$ cat config.mk
export PLATFORM = sky130hd
export DESIGN_NAME = clock_set_controller
export DESIGN_NICKNAME = d
export VERILOG_FILES = /design/src/rtl/clock_set_controller.sv
export SDC_FILE = /design/constraint.sdc
export NUM_CORES = 1
export LEC_CHECK = 0
export BUFFER_PORTS_ARGS = -buffer_cell sky130_fd_sc_hd__buf_2
export CAP_MARGIN = 25
export CORE_ASPECT_RATIO = 1.25
export CORE_MARGIN = 2
export CORE_UTILIZATION = 59
export CTS_CLUSTER_DIAMETER = 80
export DETAILED_ROUTE_END_ITERATION = 8
export PLACE_DENSITY = 0.78
export REMOVE_ABC_BUFFERS = 1
export SYNTH_ARGS = -nofsm -noshare
export SYNTH_HDL_FRONTEND = slang
export SYNTH_SLANG_ARGS = --single-unit
$ cat constraint.sdc
create_clock -name clk -period 6.3 [get_ports clk]
set_clock_uncertainty 0.1 [all_clocks]
set_input_delay 0.315 -clock clk [delete_from_list [all_inputs] [get_ports clk]]
set_output_delay 0.315 -clock clk [all_outputs]
set_load 0.05 [all_outputs]
$ cat src/rtl/clock_set_controller.sv
// Control block for the hh:mm:ss counter: 1 Hz prescaler, button-driven time-set FSM
// with shadow hour/minute fields, one-cycle parallel-load strobe and edit-field blink.
module clock_set_controller #(
   parameter int TICK_DIV = 50_000_000,
   parameter int HR_MAX   = 23,
   parameter int MIN_MAX  = 59
) (
   input  logic       clk,
   input  logic       reset,
   input  logic       btn_mode,
   input  logic       btn_inc,
   input  logic [4:0] cur_hr,
   input  logic [5:0] cur_min,
   output logic       tick_en,
   output logic       load,
   output logic [4:0] load_hr,
   output logic [5:0] load_min,
   output logic [5:0] load_sec,
   output logic [1:0] mode,
   output logic       blink
);
   localparam int CW = (TICK_DIV > 2) ? $clog2(TICK_DIV) : 1;
   localparam logic [CW-1:0] CNT_LAST = CW'(TICK_DIV - 1);
   localparam logic [CW-1:0] CNT_HALF = CW'(TICK_DIV / 2);
   localparam logic [4:0]    HR_TOP   = 5'(HR_MAX);
   localparam logic [5:0]    MIN_TOP  = 6'(MIN_MAX);

   localparam logic [1:0] RUN     = 2'd0;
   localparam logic [1:0] SET_HR  = 2'd1;
   localparam logic [1:0] SET_MIN = 2'd2;

   logic [CW-1:0] cnt, cnt_nxt;
   logic [1:0]    mode_nxt;
   logic [4:0]    shr, shr_nxt;
   logic [5:0]    smin, smin_nxt;
   logic          hist_mode, hist_inc;
   logic          mode_edge, inc_edge;
   logic          restart, do_load;

   always_comb begin
      mode_edge = btn_mode & ~hist_mode;
      inc_edge  = btn_inc & ~hist_inc;
      mode_nxt  = mode;
      shr_nxt   = shr;
      smin_nxt  = smin;
      restart   = 1'b0;
      do_load   = 1'b0;
      // mode edge is tested first so a coincident inc edge is dropped
      case (mode)
         RUN: begin
            if (mode_edge) begin
               mode_nxt = SET_HR;
               shr_nxt  = cur_hr;
               smin_nxt = cur_min;
               restart  = 1'b1;
            end
         end
         SET_HR: begin
            if (mode_edge)
               mode_nxt = SET_MIN;
            else if (inc_edge)
               shr_nxt = (shr >= HR_TOP) ? 5'd0 : shr + 5'd1;
         end
         SET_MIN: begin
            if (mode_edge) begin
               mode_nxt = RUN;
               do_load  = 1'b1;
               restart  = 1'b1;
            end else if (inc_edge)
               smin_nxt = (smin >= MIN_TOP) ? 6'd0 : smin + 6'd1;
         end
         default: mode_nxt = RUN;
      endcase
      cnt_nxt = (restart || cnt == CNT_LAST) ? '0 : cnt + CW'(1);
   end

   always_ff @(posedge clk) begin
      if (reset) begin
         mode      <= RUN;
         cnt       <= '0;
         tick_en   <= 1'b0;
         load      <= 1'b0;
         load_hr   <= '0;
         load_min  <= '0;
         load_sec  <= '0;
         blink     <= 1'b0;
         shr       <= '0;
         smin      <= '0;
         hist_mode <= 1'b1;
         hist_inc  <= 1'b1;
      end else begin
         mode      <= mode_nxt;
         cnt       <= cnt_nxt;
         tick_en   <= (cnt == CNT_LAST) && (mode == RUN);
         load      <= do_load;
         shr       <= shr_nxt;
         smin      <= smin_nxt;
         hist_mode <= btn_mode;
         hist_inc  <= btn_inc;
         if (do_load) begin
            load_hr  <= shr;
            load_min <= smin;
            load_sec <= '0;
         end
         // blink tracks the registered prescaler/mode pair it is shown with
         blink <= ((mode_nxt == SET_HR) || (mode_nxt == SET_MIN)) && (cnt_nxt >= CNT_HALF);
      end
   end
endmodule
# [Word-level counts from Yosys, hierarchy flattened]
# Cells that the tools add are included.
[word_totals] regBits=55 output_inout_bits=22
[op_classes] order_cmp=3 n_eq_ne=10 n_addsub=3 n_bitwise=4 mux=18 reduce_logical=10
[ops] op="adder 26 x 1 -> 26 bit (second input constant)" n=1
[ops] op="equality test 26 bit (second input constant)" n=1
[ops] op=">= comparator 26 x 25 -> 1 bit (second input constant)" n=1
[ops] op="two-way mux 26 bit" n=1
[ops] op="two-way mux 6 bit" n=4
[ops] op="two-way mux 5 bit" n=4
[ops] op="case mux 6 bit (2 select lines)" n=1
[ops] op="inequality test 2 bit (second input constant)" n=5
[ops] op="case mux 5 bit (2 select lines)" n=1
[ops] op="AND reduction 4 bit" n=2
[ops] op="adder 6 x 1 -> 6 bit (second input constant)" n=1
[ops] op=">= comparator 6 bit (second input constant)" n=1
[ops] op="two-way mux 2 bit" n=3
[ops] op="case mux 2 bit (3 select lines)" n=1
[ops] op="adder 5 x 1 -> 5 bit (second input constant)" n=1
[ops] op=">= comparator 5 bit (second input constant)" n=1
[ops] op="equality test 2 x 1 -> 1 bit (second input constant)" n=2
[ops] op="equality test 2 bit (second input constant)" n=2
[ops] op="nonzero test 2 bit" n=2
[ops] op="two-way mux 1 bit" n=3
[ops] op="AND 1 bit" n=2
[ops] op="logical AND 1 bit" n=2
[ops] op="logical NOT 2 bit" n=1
[ops] op="logical OR 1 bit" n=2
[ops] op="2 further kinds" n=3

# [Logic depth before layout (Yosys ltp)]
[logic_depth] ltp_word=8 depth_mapped=9

# [Worst setup path before layout]
# Ideal clock, no wire load.
[synth_path] path_kind="register to register" startpoint="register mode[0]" endpoint="register blink" arrival_time_ns=1.892 path_slack_ns=4.238 stages_incl_launch_ff=7 setup_ns=0.070 path_cell_list="dfxtp_1 > clkbuf_1 > nand2_1 > a211oi_1 > nor2_1 > or4_1 > a21oi_1"
[synth_via] elab_chain_len=7 elab_cells_between_ends=16
[synth_rtl] item="start: declaration" line="19" text="output logic [1:0] mode,"
[synth_rtl] item="start signal: assignment" line="92" text="mode <= mode_nxt;"
[synth_rtl] item="equality test 2 bit or logical NOT 2 bit (tied branches)" line="49" text="case (mode)"
[synth_rtl] item="OR reduction 2 bit (no source line)"
[synth_rtl] item="two-way mux 1 bit"
[synth_rtl] item="logical OR 1 bit" line="74" text="cnt_nxt = (restart || cnt == CNT_LAST) ? '0 : cnt + CW'(1);"
[synth_rtl] item="two-way mux 26 bit" line="74"
[synth_rtl] item=">= comparator 26 x 25 -> 1 bit" line="106" text="blink <= ((mode_nxt == SET_HR) || (mode_nxt == SET_MIN)) && (cnt_nxt >= CNT_HALF);"
[synth_rtl] item="logical AND 1 bit (*)" line="106"
[synth_rtl] item="end signal: assignment" line="106"
[synth_rtl] item="end: declaration" line="20" text="output logic blink"
# Mark *: on every way between the ends. The rest lies on a longest branch, timed or not.
# A chain may end at the register's enable or synchronous reset.

# [Worst setup path in the final report]
[layout_path] startpoint="register cnt[7]" endpoint="register blink"
[layout_via] elab_chain_len=5 elab_cells_between_ends=6
[layout_rtl] item="start: declaration" line="32" text="logic [CW-1:0] cnt, cnt_nxt;"
[layout_rtl] item="start signal: assignment" line="93" text="cnt <= cnt_nxt;"
[layout_rtl] item="branches (longest 2 deep; another with adder 26 x 1 -> 26 bit)"
[layout_rtl] item="two-way mux 26 bit (*)" line="74"
[layout_rtl] item=">= comparator 26 x 25 -> 1 bit (*)" line="106"
[layout_rtl] item="logical AND 1 bit (*)" line="106"
# Mark *: on every way between the ends.

==> reports/results.txt <==
most frequent cells in the layout -> nor2_1 (55), dfxtp_1 (55), nand2_1 (49)
final-layout fill cell count -> 432
P_sw -> 0.157 mW
WHS Endpoint -> hist_inc$_SDFF_PP1_
minimum clock period -> 2.38 ns
setup violators final -> 0
Int Pwr -> 0.488 mW
Area growth, synth to finish -> 8.33%
initial antenna violation count -> 0
CTS clk-pin slew, worst paths -> 0.10 ns
Yosys cell types -> 55
clock root cell -> clkbuf_8
share of power burned in registers -> 56.0%
VDD IR max -> 0.134 mV
drt wl/cell -> 12.6 um
RSZ-0062 raised after global routing -> no
Reg2Reg Depth -> 6
Port Buffers -> 30
Max-slew headroom -> 53.6%
cts repair resizes -> 0
final WL -> 5420 um
top-area cell type share of the netlist area -> 39.2%
post-cts hold buffer count -> 0
CTS tree -> done
Fmax -> 420 MHz
total I/O pin count -> 37
share of cells above drive strength 1 -> 13.5%
vias per cell -> 5.52
ANT nets after route -> 0
ys flop type -> dfxtp_1
Synth Cell Area -> 0.00281 mm^2
register area share after synthesis -> 39.2%
largest net degree at the start of global routing -> 31
Die ar. -> 0.00533 mm^2
run status -> completed
Leakage -> 1.18 nW
Sw Share -> 24.3%
Crit-path slowest cell -> dfxtp_1
asr flop ratio synth -> 0%
# DRC -> 0
RR Startpoint -> cnt[7]$_SDFF_PP0_
chip height -> 81.1 um
non-filler cells, final -> 430
Power Density -> 212 mW/mm^2
most area-hungry cell type in the Yosys netlist -> dfxtp_1
Cells after Synth -> 351
Core Region -> 0.00466 mm^2
post-CTS setup buffer count -> 0
Yosys reg bits -> 55
Chip Width -> 65.7 um
final core utilization -> 65.3%
clock share of power -> 37.4%
first-pass GRT wire length -> 9200 um
setup slack, reg-to-reg -> 3.92 ns
H-tree depth -> 2
global-route usage over all layers -> 21.7%
Inserted Clock Buffers -> 5
combinational power share -> 6.7%
post-placement cell count -> 422
largest stage delay on the critical path -> 0.47 ns
hold path depth -> 2
Diodes inserted -> 0
Core Rows -> 28
crit end category -> register
crit path DAT -> 2.53 ns
gr ovfl total -> 0
hold_sp -> btn_inc
vias in the first global route -> 2134
worst min-delay path class -> in2reg
Setup TNS -> 0 ns
first-pass detailed-route iteration total -> 4
max_cap viols -> 0
period utilization -> 37.8%
Post-DP HPWL -> 3890 um
reg-to-reg endpoint -> blink$_SDFF_PP0_
crit-path cells -> and3_1 -> nand4_4 -> nor3_1 -> a211oi_1 -> or4_1 -> a21oi_1
RD Place Congestion -> 0.873
Setup CP Type -> reg2reg
CTS max path bufs -> 2
worst skew pair latency -> 0.31 ns
Starting Density -> 60.3%
startpoint type of the worst setup path -> register
Ys Warns -> 0
synth top area cells -> dfxtp_1 (39%), nor2_1 (7.4%), nand2_1 (6.6%), xor2_1 (5.0%), a21oi_1 (3.6%)
DR iter-0 viols -> 193
worst hold margin -> 0.0977 ns
CTS sink cnt -> 55
via count -> 2375
max-slew violations -> 0
CP required -> 6.45 ns
Crit Path Max Fanout -> 9
final hold vios -> 0
number of synthesized flops with an enable pin -> 0
syn avg cell area -> 8.00 um^2
Slew @ Worst Pin -> 0.696 ns
Total Nets Final -> 387
==> per-stage QoR <==
stage                     setup slack, ns  total power, mW  cell area [um^2]
after floorplan                      4.12            0.398              2700
after global placement               4.03            0.410              2930
after detailed placement             3.97            0.412              2930
after CTS                            3.94            0.650              3040
after global routing                 3.71            0.672              3040
final                                3.92            0.645              3040
==> cells by family after synthesis <==
kind of cell | count (synthesis) | synth area share, %
adder cells (fa/ha/maj) | 4 | 1.69
AND/OR/NAND/NOR | 175 | 31.0
XOR/XNOR | 28 | 9.00
multiplexers | 2 | 0.758
flip-flops | 55 | 39.2
buffers and inverters | 31 | 5.44
other | 1 | 0.134
AO/OA/AOI/OAI | 55 | 12.8
==> layer usage <==
metal	vias up	global-route usage (%)	wire, um
met5	-	0	0
li1	1232	-	-
met1	1083	25.2	2440
met3	6	4.57	267
met4	0	7.92	61
met2	54	38.9	2650
==> critical path: cells and delay by family (launching register included) <==
family / cells / cell delay [ns]
simple gates: 4 / 1.48
compound gates: 2 / 0.26
flops: 1 / 0.47
==> flip-flops by register name, indices dropped and copies added (netlist names) <==
register	cells
blink	1
cnt	26
hist_inc	1
hist_mode	1
load	1
load_hr	5
load_min	6
mode	2
shr	5
smin	6
tick_en	1
==> how the worst max path moves through the flow <==
stage,end,slack (ns),cells after the start,from
floorplan,blink$_SDFF_PP0_,4.12,7,mode[0]$_SDFF_PP0_
global route,blink$_SDFF_PP0_,3.71,6,cnt[7]$_SDFF_PP0_
global placement,blink$_SDFF_PP0_,4.03,6,cnt[7]$_SDFF_PP0_
CTS,blink$_SDFF_PP0_,3.94,6,cnt[7]$_SDFF_PP0_
finish,blink$_SDFF_PP0_,3.92,6,cnt[7]$_SDFF_PP0_
detailed placement,blink$_SDFF_PP0_,3.97,6,cnt[7]$_SDFF_PP0_
==> cell type report <==
| class | instances | area [um^2] | share of cell area (%) |
|---|---|---|---|
| inverter | 7 | 26.3 | 0.864 |
| clock inverter | 3 | 47.5 | 1.56 |
| sequential | 55 | 1100 | 36.2 |
| timing repair buffer | 30 | 150 | 4.94 |
| tap | 60 | 75.1 | 2.47 |
| clock buffer | 5 | 68.8 | 2.26 |
| multi-input combinational | 270 | 1570 | 51.7 |
==> cells in the mapped netlist, types with 2 or more instances <==
cell type and n:
dfxtp_1 55, nor2_1 55, nand2_1 49, a21oi_1 20, xor2_1 16, nand3_1 15, clkbuf_1 11, xnor2_1 11
o21ai_0 9, buf_4 8, nand4_1 8, and3_1 7, inv_1 7, nor3_1 7, nand2b_1 6, a211oi_1 4
a22oi_1 4, and2_1 4, buf_2 4, ha_1 3, nor2b_1 3, nor4_1 3, o2111ai_1 3, or2_2 3
and4_2 2, nor3b_1 2, o22ai_1 2, o41ai_1 2, or3_1 2
==> power by group through the flow <==
| stage | registers [mW] | logic, mW | clock network [mW] |
|---|---|---|---|
| floorplan | 0.369 | 0.0292 | 0 |
| global placement | 0.369 | 0.0415 | 0 |
| detailed placement | 0.369 | 0.0427 | 0 |
| CTS | 0.361 | 0.0430 | 0.246 |
| global route | 0.363 | 0.0475 | 0.262 |
| finish | 0.361 | 0.0429 | 0.241 |
Power figures use the tool's default switching activity.
